`src/rtl/hansen_mem_arbiter.sv`:
```
// Three-master arbiter for the single-port SoC RAM: fixed priority with age
// promotion, bounded locked bursts and a one-deep read-return pipeline.
`timescale 1ns/1ps
module hansen_mem_arbiter #(
  parameter int AW        = 32,
  parameter int DW        = 32,
  parameter int AGE_MAX   = 8,
  parameter int MAX_BURST = 16
) (
  input  logic            clk,
  input  logic            reset,
  input  logic [2:0]      req,
  input  logic [2:0]      we,
  input  logic [2:0]      lock,
  input  logic [3*AW-1:0] addr,
  input  logic [3*DW-1:0] wdata,
  output logic [2:0]      gnt,
  output logic [2:0]      rvalid,
  output logic [DW-1:0]   rdata,
  output logic [AW-1:0]   ram_addr,
  output logic [DW-1:0]   ram_wdata,
  output logic            ram_we,
  output logic            ram_re,
  input  logic [DW-1:0]   ram_rdata,
  output logic [1:0]      owner,
  output logic            starve_evt
);
  localparam int AGE_W   = ($clog2(AGE_MAX + 1) > 4) ? $clog2(AGE_MAX + 1) : 4;
  localparam int BURST_W = $clog2(MAX_BURST + 1);

  typedef enum logic {OPEN, LOCKED} state_t;

  state_t             state, state_nxt;
  logic [1:0]         lock_owner, lock_owner_nxt;
  logic [BURST_W-1:0] burst_cnt, burst_cnt_nxt;
  logic               rel_vld, rel_vld_nxt;
  logic [1:0]         rel_port, rel_port_nxt;
  logic [AGE_W-1:0]   age [3];

  logic [AW-1:0] addr_a  [3];
  logic [DW-1:0] wdata_a [3];

  logic [2:0] rel_bit, cand, starved, gnt_int;
  logic [1:0] win;
  logic       win_vld, starve_raw;

  logic       vld_p0;
  logic [1:0] rd_idx_p0;

  for (genvar g = 0; g < 3; g++) begin : g_unpack
    assign addr_a[g]  = addr[g*AW +: AW];
    assign wdata_a[g] = wdata[g*DW +: DW];
  end

  // Arbitration: the release mask only bites when someone else is waiting.
  always_comb begin
    rel_bit    = 3'b000;
    if (rel_vld) rel_bit[rel_port] = 1'b1;
    cand       = req;
    if (rel_vld && ((req & ~rel_bit) != 3'b000)) cand = req & ~rel_bit;
    for (int i = 0; i < 3; i++) starved[i] = cand[i] && (age[i] == AGE_W'(AGE_MAX));
    win        = 2'd0;
    win_vld    = 1'b0;
    starve_raw = 1'b0;
    if (state == LOCKED) begin
      win     = lock_owner;
      win_vld = req[lock_owner];
    end else if (starved != 3'b000) begin
      win_vld    = 1'b1;
      starve_raw = 1'b1;
      win        = starved[0] ? 2'd0 : (starved[1] ? 2'd1 : 2'd2);
    end else if (cand != 3'b000) begin
      win_vld = 1'b1;
      win     = cand[0] ? 2'd0 : (cand[1] ? 2'd1 : 2'd2);
    end
    gnt_int = 3'b000;
    if (win_vld) gnt_int[win] = 1'b1;
  end

  always_comb begin
    state_nxt      = state;
    lock_owner_nxt = lock_owner;
    burst_cnt_nxt  = burst_cnt;
    rel_vld_nxt    = 1'b0;
    rel_port_nxt   = rel_port;
    if (state == OPEN) begin
      if (win_vld && lock[win]) begin
        state_nxt      = LOCKED;
        lock_owner_nxt = win;
        burst_cnt_nxt  = BURST_W'(1);
      end
    end else begin
      if (!req[lock_owner] || !lock[lock_owner]) begin
        state_nxt     = OPEN;
        burst_cnt_nxt = '0;
      end else if (burst_cnt == BURST_W'(MAX_BURST - 1)) begin
        state_nxt     = OPEN;
        burst_cnt_nxt = '0;
        rel_vld_nxt   = 1'b1;
        rel_port_nxt  = lock_owner;
      end else begin
        burst_cnt_nxt = burst_cnt + BURST_W'(1);
      end
    end
  end

  always_ff @(posedge clk) begin
    if (!reset) state <= OPEN;
    else        state <= state_nxt;
  end

  always_ff @(posedge clk) begin
    if (!reset) begin
      lock_owner <= 2'd0;
      burst_cnt  <= '0;
      rel_vld    <= 1'b0;
      rel_port   <= 2'd0;
      for (int i = 0; i < 3; i++) age[i] <= '0;
    end else begin
      lock_owner <= lock_owner_nxt;
      burst_cnt  <= burst_cnt_nxt;
      rel_vld    <= rel_vld_nxt;
      rel_port   <= rel_port_nxt;
      for (int i = 0; i < 3; i++) begin
        if (gnt_int[i] || !req[i])              age[i] <= '0;
        else if (age[i] != AGE_W'(AGE_MAX))     age[i] <= age[i] + AGE_W'(1);
      end
    end
  end

  // Stage p0: read-return tracking, data arrives from the RAM one cycle later.
  always_ff @(posedge clk) begin
    if (!reset) vld_p0 <= 1'b0;
    else        vld_p0 <= win_vld && !we[win];
  end

  always_ff @(posedge clk) begin
    rd_idx_p0 <= win;
  end

  always_comb begin
    gnt        = 3'b000;
    owner      = 2'b11;
    starve_evt = 1'b0;
    ram_addr   = '0;
    ram_wdata  = '0;
    ram_we     = 1'b0;
    ram_re     = 1'b0;
    rvalid     = 3'b000;
    if (reset) begin
      gnt = gnt_int;
      if (win_vld) begin
        owner      = win;
        starve_evt = starve_raw;
        ram_addr   = addr_a[win];
        ram_wdata  = wdata_a[win];
        ram_we     = we[win];
        ram_re     = !we[win];
      end
      if (vld_p0) rvalid[rd_idx_p0] = 1'b1;
    end
  end

  assign rdata = ram_rdata;

endmodule

```
`config.mk`:
```
export PLATFORM = sky130hd
export DESIGN_NAME = hansen_mem_arbiter
export DESIGN_NICKNAME = d
export VERILOG_FILES = /design/src/rtl/hansen_mem_arbiter.sv
export SDC_FILE = /design/constraint.sdc
export NUM_CORES = 1
export LEC_CHECK = 0
export CAP_MARGIN = 10
export CORE_AREA = 3 3 132 134
export DETAILED_ROUTE_END_ITERATION = 10
export DIE_AREA = 0 0 135 137
export PLACE_DENSITY = 0.68
export SLEW_MARGIN = 20
export SYNTH_ARGS = -nofsm -noshare
export SYNTH_HDL_FRONTEND = slang
export SYNTH_SLANG_ARGS = --single-unit
export TNS_END_PERCENT = 50
```
`constraint.sdc`:
```
create_clock -name clk -period 3.6 [get_ports clk]
set_input_delay 0.72 -clock clk [delete_from_list [all_inputs] [get_ports clk]]
set_output_delay 0.72 -clock clk [all_outputs]
set_load 0.1 [all_outputs]
```
==> flow_metrics.tcl <==
set metrics [dict create \
    hpwlAfterDp_mm 12.7 \
    cts.sinks 26 \
    cts_hold_buffers 0 \
    avgSynthCellArea_um2 7.75 \
    post_drt_wl_per_cell_um 18.4 \
    via_count 4325 \
    ys.flop_type "dfxtp_1" \
    io_buffers 277 \
    synth_edf_count 12 \
    fin_crit_sh_pct 97.7 \
    clockRootBuffer "clkbuf_16" \
    worst_setup_path_end_kind "output port" \
    synthCells 441 \
    netlist_area_um2 3420 \
    drv_cap 0 \
    setup_violations 0 \
    grt_first_pass_wirelength_mm 24.9 \
    drv_slew 0 \
    area_growth_syn_to_layout_pct 149 \
    wirelength_mm 17.3 \
    fin_crit_ps 3520 \
    hold_class "reg2reg" \
    ys_async_sr_fraction_pct 0 \
    powerDensity_nw_per_um2 276 \
    synth_top_area_share_pct 19.3 \
    gp_congestion 0.805 \
    h-tree-depth 1 \
    relSlewSlack_pct 67.0 \
    ys_seq_area_share_pct 18.7 \
    crit_fanout 14 \
    track_usage_pct 17.1 \
    arrival_ps 2800 \
    io_pins 342 \
    dp_slack_ps -370 \
    vdd_drop_max_mv 0.185 \
    cts_buffer_depth 2 \
    firstDrtPassIters 4 \
    std_cell_rows 47 \
    yosys_warnings 0 \
    syn_nets 683 \
    p_leak_uw 0.00352 \
    worstPathRequired_ps 2880 \
    detail-route-antenna-nets 0 \
    drive_gt1_share_pct 39.4 \
    dieArea_um2 18500 \
    cp-start-kind "input port" \
    coreArea_um2 16400 \
    timing.final.ws_setup_ps 83.0 \
    start_util_pct 20.8 \
    synthTopCellsByCount "91 x nor2_1, 66 x mux2i_1, 65 x a2bb2oi_1, 37 x buf_4, 21 x inv_1" \
    die_h_um 137 \
    clkTransAtPathRegs_ps 70 \
    numCtsBuffers 3 \
    grt_pass1_vias 4533 \
    status "completed" \
    num-nets-final 963 \
    synth_top_cell_by_area "mux2i_1" \
    grt_max_degree 42 \
    synth_area_leaders "mux2i_1 19%, a2bb2oi_1 17%, edfxtp_1 11%" \
    synth_most_common_cell "nor2_1" \
    ys_seq_elements 26 \
    drt_iter0_markers 157 \
    antenna_cells 0 \
    synth.distinct_cells 42 \
    cts_tree "done" \
    fin_tns_setup_ps 0 \
    drc 0 \
    clock_latency_ps 260 \
    dieWidth_um 135 \
    fin_skew_ps 2.87 \
    viasPerCell 4.60 \
    max_freq_ghz 0.284 \
    utilization_pct 52.0 \
    crit_type "in2out" \
    antenna_found_initial 0 \
    hold_viol 0 \
    rsz0062_at_grt "yes" \
    max_slew.worst_pin.slew_ps 492 \
    grt-ovfl-total 0 \
]
-- path summary, 6_finish.rpt --
kind	startpoint	endpoint	slack, ps	cells past startpoint
worst max-delay path	req[2]	ram_wdata[17]	80	12
worst min-delay path	burst_cnt[4]$_SDFFE_PN0P_	burst_cnt[4]$_SDFFE_PN0P_	470	1
worst max register to register	age[1][0]$_SDFFCE_PN0P_	state$_SDFF_PN0_	220	19
worst min register to register	burst_cnt[4]$_SDFFE_PN0P_	burst_cnt[4]$_SDFFE_PN0P_	470	1
-- routing by layer --
metal,part of all wire (%),GRT usage (%),vias up
met5,0,0,-
met3,7.0,4.85,17
met2,55,32.3,167
li1,-,-,2115
met4,1.5,4.31,0
met1,36,18.9,2026
-- power by group --
group,leakage [uW],switching (uW),internal [uW]
clock network,0.0000442,104,170
registers,0.000260,11.2,317
logic,0.00321,956,794
-- placed cells by master (no fill, tap or decap), types with 9 or more instances in the layout --
cell type,count
clkdlybuf4s50_1,199
buf_12,89
mux2i_1,60
buf_4,46
a2bb2oi_2,39
nor2_4,36
nor2_2,32
nor2_1,23
inv_1,21
nand2_1,18
a2bb2oi_1,17
dfxtp_1,14
edfxtp_1,12
o21ai_0,9
a2bb2oi_4,9
nand3_1,9
-- final cells by class --
class | count | area, um^2
Clock buffer | 4 | 88.8
Sequential cell | 26 | 641
Inverter | 21 | 78.8
Fill cell | 1422 | 7880
Tap cell | 220 | 275
Multi-Input combinational cell | 327 | 3160
Timing Repair Buffer | 342 | 4280
-- logic make-up after synthesis --
family / share of synthesized area (%)
AO/OA/AOI/OAI: 25.1
buffers and inverters: 14.3
flip-flops: 18.7
XOR/XNOR: 1.54
multiplexers: 19.7
AND/OR/NAND/NOR: 18.1
adder cells (fa/ha/maj): 2.56
-- registers in the layout, summed over array words and instances, names as in the netlist --
| register | count |
|---|---|
| age | 12 |
| burst_cnt | 5 |
| lock_owner | 2 |
| rd_idx_p0 | 2 |
| rel_port | 2 |
| rel_vld | 1 |
| state | 1 |
| vld_p0 | 1 |
-- repair_timing --
item | 4_1_cts | 5_1_grt
pin swaps | 9 | 4
cloned | 4 | 0
endpoints found under the setup margin | 70 | 74
resized for setup | 66 | 28
setup buffers | 23 | 4
-- metrics by stage --
stage                     instance area, um^2  power (uW)  hold slack (ps)  cells
after global placement                   7570        1900              454    905
after floorplan                          3800        1410              445    441
after detailed placement                 7570        1910              463    905
after global routing                     8530        2440              496    940
after CTS                                8330        2330              474    936
final                                    8530        2350              473    940
-- worst max-delay path, cell delays in order --
cell	delay, ps
buf_2	110
nor2_2	50
o41ai_4	350
a22oi_2	110
o31a_4	330
buf_4	170
buf_12	120
buf_16	150
mux2i_1	230
a2bb2oi_2	180
nor2_2	60
buf_12	170
No activity file was read; power rests on OpenSTA's default activity.
